## config.mk

```make
export PLATFORM = sky130hd
export DESIGN_NAME = async_fifo_rd_stream_flat
export DESIGN_NICKNAME = d
export VERILOG_FILES = /design/src/rtl/async_fifo_rd_stream_if.sv /design/src/rtl/async_fifo_rd_stream.sv /design/src/flat_wrapper.sv
export SDC_FILE = /design/constraint.sdc
export NUM_CORES = 1
export LEC_CHECK = 0
export ABC_AREA = 0
export CORE_MARGIN = 2
export CORE_UTILIZATION = 45
export DETAILED_ROUTE_END_ITERATION = 10
export PLACE_DENSITY_LB_ADDON = 0.05
export SLEW_MARGIN = 20
export SYNTH_ARGS = -nofsm -noshare
export SYNTH_HDL_FRONTEND = slang
export SYNTH_SLANG_ARGS = --single-unit
```

## constraint.sdc

```tcl
create_clock -name rd_clk -period 2.2 [get_ports rd_clk]
set_input_delay 0.33 -clock rd_clk [delete_from_list [all_inputs] [get_ports rd_clk]]
set_output_delay 0.33 -clock rd_clk [all_outputs]
set_load 0.05 [all_outputs]
```

## src/rtl/async_fifo_rd_stream_if.sv

```systemverilog
// +----------------------------------------------------------------------------+
// | async_fifo_rd_stream_if                                                    |
// | FIFO pop port plus valid/ready output stream of the read-side consumer.    |
// | Revision: 1.0                                                              |
// +----------------------------------------------------------------------------+
`default_nettype none

interface async_fifo_rd_stream_if #(
  parameter int DATA_W = 8
);
  logic              fifo_empty;
  logic [DATA_W-1:0] fifo_dout;
  logic              fifo_rd_en;
  logic              m_valid;
  logic              m_ready;
  logic [DATA_W-1:0] m_data;
  logic              m_last;

  modport master (
    input  fifo_empty, fifo_dout, m_ready,
    output fifo_rd_en, m_valid, m_data, m_last
  );

  modport slave (
    output fifo_empty, fifo_dout, m_ready,
    input  fifo_rd_en, m_valid, m_data, m_last
  );
endinterface

`default_nettype wire

```

## src/rtl/async_fifo_rd_stream.sv

```systemverilog
// +----------------------------------------------------------------------------+
// | async_fifo_rd_stream                                                       |
// | Pops an async FIFO (rd_clk domain) into a skid buffer and streams it out   |
// | as valid/ready. Define FIFO_RD_LAST_EN to generate m_last per BURST_LEN.   |
// | Revision: 1.0                                                              |
// +----------------------------------------------------------------------------+
`default_nettype none

module async_fifo_rd_stream #(
  parameter int DATA_W    = 8,
  parameter int BUF_DEPTH = 4,
  parameter int BURST_LEN = 16,
  parameter int CNT_W     = 16
) (
  input  wire logic               rd_clk,
  input  wire logic               n_rst,
  input  wire logic               enable,
  async_fifo_rd_stream_if.master  bus,
  output logic                    busy,
  output logic [CNT_W-1:0]        word_cnt
);

  localparam int PTR_W = $clog2(BUF_DEPTH);

  localparam logic [1:0] c_idle  = 2'd0;
  localparam logic [1:0] c_run   = 2'd1;
  localparam logic [1:0] c_drain = 2'd2;

  localparam logic [PTR_W+1:0] c_depth = (PTR_W+2)'(BUF_DEPTH);

  logic [1:0]        r_state;
  logic [DATA_W-1:0] r_buf [BUF_DEPTH];
  logic [PTR_W-1:0]  r_wr_ptr;
  logic [PTR_W-1:0]  r_rd_ptr;
  logic [PTR_W:0]    r_occ;
  logic              r_infl;
  logic [CNT_W-1:0]  r_word_cnt;

  logic              w_room;
  logic              w_pop;
  logic              w_valid;
  logic              w_xfer;

  // Reserve a slot for the word still in flight so the buffer never overflows.
  assign w_room  = ({1'b0, r_occ} + {{(PTR_W+1){1'b0}}, r_infl}) < c_depth;
  assign w_pop   = (r_state == c_run) & ~bus.fifo_empty & w_room;
  assign w_valid = (r_occ != '0);
  assign w_xfer  = w_valid & bus.m_ready;

  assign bus.fifo_rd_en = w_pop;
  assign bus.m_valid    = w_valid;
  assign bus.m_data     = r_buf[r_rd_ptr];
  assign busy           = (r_state != c_idle);
  assign word_cnt       = r_word_cnt;

  always_ff @(posedge rd_clk or negedge n_rst) begin
    if (!n_rst) begin
      r_state <= c_idle;
    end else begin
      case (r_state)
        c_idle:  if (enable) r_state <= c_run;
        c_run:   if (!enable) r_state <= c_drain;
        c_drain: begin
          if (enable)
            r_state <= c_run;
          else if ((r_occ == '0) && !r_infl)
            r_state <= c_idle;
        end
        default: r_state <= c_idle;
      endcase
    end
  end

  // FIFO data is registered: a pop in one cycle is captured at the end of the next.
  always_ff @(posedge rd_clk or negedge n_rst) begin
    if (!n_rst) begin
      r_infl   <= 1'b0;
      r_wr_ptr <= '0;
      for (int i = 0; i < BUF_DEPTH; i++) r_buf[i] <= '0;
    end else begin
      r_infl <= w_pop;
      if (r_infl) begin
        r_buf[r_wr_ptr] <= bus.fifo_dout;
        r_wr_ptr        <= r_wr_ptr + PTR_W'(1);
      end
    end
  end

  always_ff @(posedge rd_clk or negedge n_rst) begin
    if (!n_rst) begin
      r_rd_ptr   <= '0;
      r_occ      <= '0;
      r_word_cnt <= '0;
    end else begin
      if (w_xfer) begin
        r_rd_ptr   <= r_rd_ptr + PTR_W'(1);
        r_word_cnt <= r_word_cnt + CNT_W'(1);
      end
      case ({r_infl, w_xfer})
        2'b10:   r_occ <= r_occ + (PTR_W+1)'(1);
        2'b01:   r_occ <= r_occ - (PTR_W+1)'(1);
        default: r_occ <= r_occ;
      endcase
    end
  end

`ifdef FIFO_RD_LAST_EN
  localparam int BC_W = (BURST_LEN > 1) ? $clog2(BURST_LEN) : 1;
  localparam logic [BC_W-1:0] c_burst_max = BC_W'(BURST_LEN - 1);

  logic [BC_W-1:0] r_burst_cnt;

  always_ff @(posedge rd_clk or negedge n_rst) begin
    if (!n_rst)
      r_burst_cnt <= '0;
    else if (w_xfer)
      r_burst_cnt <= (r_burst_cnt == c_burst_max) ? '0 : r_burst_cnt + BC_W'(1);
  end

  assign bus.m_last = w_valid & (r_burst_cnt == c_burst_max);
`else
  assign bus.m_last = 1'b0;
`endif

endmodule

`default_nettype wire

```

## src/flat_wrapper.sv

```systemverilog
// flat-port wrapper written by rule: the top's interface ports become plain ports
module async_fifo_rd_stream_flat 
#(
  parameter int DATA_W    = 8,
  parameter int BUF_DEPTH = 4,
  parameter int BURST_LEN = 16,
  parameter int CNT_W     = 16
)
  (rd_clk, n_rst, enable, busy, word_cnt, bus_fifo_empty, bus_fifo_dout, bus_m_ready, bus_fifo_rd_en, bus_m_valid, bus_m_data, bus_m_last);
  async_fifo_rd_stream_if #(.DATA_W(DATA_W)) bus_i ();
  input  wire logic rd_clk;
  input  wire logic n_rst;
  input  wire logic enable;
  output logic busy;
  output logic [CNT_W-1:0] word_cnt;
  input wire logic [$bits(bus_i.fifo_empty)-1:0] bus_fifo_empty;
  input wire logic [$bits(bus_i.fifo_dout)-1:0] bus_fifo_dout;
  input wire logic [$bits(bus_i.m_ready)-1:0] bus_m_ready;
  output wire logic [$bits(bus_i.fifo_rd_en)-1:0] bus_fifo_rd_en;
  output wire logic [$bits(bus_i.m_valid)-1:0] bus_m_valid;
  output wire logic [$bits(bus_i.m_data)-1:0] bus_m_data;
  output wire logic [$bits(bus_i.m_last)-1:0] bus_m_last;
  assign bus_i.fifo_empty = bus_fifo_empty;
  assign bus_i.fifo_dout = bus_fifo_dout;
  assign bus_i.m_ready = bus_m_ready;
  assign bus_fifo_rd_en = bus_i.fifo_rd_en;
  assign bus_m_valid = bus_i.m_valid;
  assign bus_m_data = bus_i.m_data;
  assign bus_m_last = bus_i.m_last;
  async_fifo_rd_stream #(.DATA_W(DATA_W), .BUF_DEPTH(BUF_DEPTH), .BURST_LEN(BURST_LEN), .CNT_W(CNT_W)) u_core (.rd_clk(rd_clk), .n_rst(n_rst), .enable(enable), .bus(bus_i), .busy(busy), .word_cnt(word_cnt));
endmodule
```

==> out/metrics.yaml <==
crit_buf_inv: 1
syn_to_final_growth_pct: 27.4
finalSetupTns_ps: 0
drc_errors: 0
cellPowerDensity_nw_per_um2: 1600
die_h_um: 80.0
synthCells: 188
fin_util_pct: 59.7
syn_area_per_cell_um2: 13.8
root_buffer: "clkbuf_8"
ir_worst_vdd_mv: 1.08
wl_per_cell_um: 15.9
syn-cell-area_um2: 2600
cap_violations: 0
maxSlewHeadroom_pct: 65.9
antenna_left: 0
mostFrequentLayoutCells: "58 x dfrtp_1, 32 x mux2_2, 28 x clkdlybuf4s50_1, 12 x nand2_1"
mostFrequentLayoutCell: "dfrtp_1"
hold_viol_final: 0
yosys_register_bits: 58
grt_max_degree: 23
worstPathArrival_ps: 2310
dr.pass1.iters: 4
holdWs_ps: 474
path_max_fanout: 8
numCtsBuffers: 9
startpoint_type: "flop"
ys_types: 31
cp.required_ps: 2440
antenna_found_initial: 0
min_period_ps: 2070
yosysSeqAreaShare_pct: 55.9
die_area_um2: 6400
path_class: "flop to flop"
status: "finished, final reports clean"
vias: 1633
first_global_vias: 1805
die_x_um: 80.0
crit_chain: "or3_1, and2_4, ha_1, inv_1, fa_1, o21ai_0"
antenna_cells: 0
portBuffers: 39
hp-class: "flop to flop"
clk_path_buf_depth: 2
synth_fp_nets: 208
synth_adder_area_share_pct: 3.66
drive_above_1_share_pct: 30.3
crit_family: "simple AND/OR/NAND/NOR gates"
worst_pin_slew_ps: 510
cts-htree-levels: 3
grt_usage_pct: 17.4
ys_warn_count: 0
vias_per_cell: 5.22
first_iter_violations: 69
cts_tree: "done"
worst_setup_path_end_kind: "flop"
fin_worst_skew_ps: 6.27
overflow: 0
gp_congestion: 0.769
synthMuxAreaShare_pct: 21.4
synth_top_family_by_area: "multiplexers"
ys.flop_type: "dfrtp_1"
slew_viol_final: 0
setup_viol: 0
fmax_ghz: 0.483
synth_xor_area_share_pct: 7.08
initial_utilization_pct: 46.9
num_rows: 27
slowest_stage: "or3_1"
dp_hpwl_um: 3530
clk_pin_slew_worst_paths_ps: 60
rsz0062_at_grt: "no"
nets: 256
clock_sinks: 58
synth-simple-area-share_pct: 7.85
p_leak_uw: 0.00146
critPathMaxStageDelay_ps: 500
routed_wl_um: 4980
period_share_pct: 94.1
synth_compound_area_share_pct: 1.06
postSynth.asyncResetShare_pct: 100
ios: 41
grt_pass1_wl_um: 8390
core_area_um2: 5540
worstSkewPairLatency_ps: 320
synth-edff-count: 0
repair_timing:
action                                  in CTS  in global routing
resized for setup                            1                  0
buffers inserted                             0                  0
endpoints found under the setup margin       1                  0
hold buffers                                 1                  0
endpoints found under the hold margin       18                  0
synthesized netlist by cell type (all sizes together), types with 2 or more instances:
cell type | n | area share, %
dfrtp | 58 | 56
buf | 5 | 1.5
nand3 | 4 | 0.77
nor2 | 6 | 0.87
nor4 | 2 | 0.48
nand4 | 3 | 0.72
o21ai | 3 | 0.58
mux4 | 8 | 6.9
inv | 9 | 1.3
xor2 | 11 | 3.7
ha | 6 | 2.9
nor3 | 3 | 0.58
nand2 | 12 | 1.7
and4 | 2 | 0.67
xnor2 | 10 | 3.4
and3 | 3 | 0.72
mux2 | 33 | 14
worst paths after layout:
check                           depth (start not counted)  slack [ps]                  end                start
max in group asynchronous                               3        1050     u_core.r_buf[16]                n_rst
min in group asynchronous                               2         480     u_core.r_buf[17]                n_rst
worst max register to register                          6         130      u_core.r_occ[1]      u_core.r_occ[1]
worst min-delay path                                    1         470  u_core.word_cnt[15]  u_core.word_cnt[15]
worst min register to register                          1         470  u_core.word_cnt[15]  u_core.word_cnt[15]
worst max-delay path                                    6         130      u_core.r_occ[1]      u_core.r_occ[1]
final cells by class:
| cell class | instances | area (µm²) |
|---|---|---|
| Fill cell | 452 | 2230 |
| Timing Repair Buffer | 43 | 407 |
| Multi-Input combinational cell | 115 | 1080 |
| Sequential cell | 58 | 1450 |
| Inverter | 9 | 33.8 |
| Clock inverter | 5 | 100 |
| Clock buffer | 11 | 151 |
| Tap cell | 72 | 90.1 |
sequential cells by signal (all words and copies together), names as in the netlist:
signal           count
u_core.r_state       2
u_core.r_infl        1
u_core.r_rd_ptr      2
u_core.r_buf        32
u_core.r_occ         3
u_core.word_cnt     16
u_core.r_wr_ptr      2
metal layers:
metal | track usage, % | vias to the layer above | wire length (µm)
met3 | 3.62 | 14 | 208
met1 | 21.5 | 832 | 2150
li1 | - | 748 | -
met2 | 28.8 | 39 | 2490
met4 | 8.98 | 0 | 136
met5 | 0 | - | 0
per-stage QoR:
step | cell area [µm²] | worst slack [ps] | power, µW | instances
final | 3310 | 130 | 5290 | 313
after floorplan | 2600 | 136 | 3490 | 188
after global placement | 3050 | 119 | 4000 | 296
after global routing | 3310 | 16.2 | 5560 | 313
after detailed placement | 3050 | 49.3 | 4110 | 296
after CTS | 3310 | 116 | 5340 | 313
cell families after synthesis:
logic type | Yosys count
other | 1
DFF | 58
and+or+nand+nor | 40
adders and majority gates | 7
buffers and inverters | 15
muxes | 41
xor gates and xnor gates | 21
AOI/OAI and AO/OA | 5
where the power goes:
part           internal [µW]  switching (µW)
combinational            977            1280
clock                    810             405
sequential              1500             321
total                   3290            2000
Note: power is estimated with default switching activity, not from simulation.
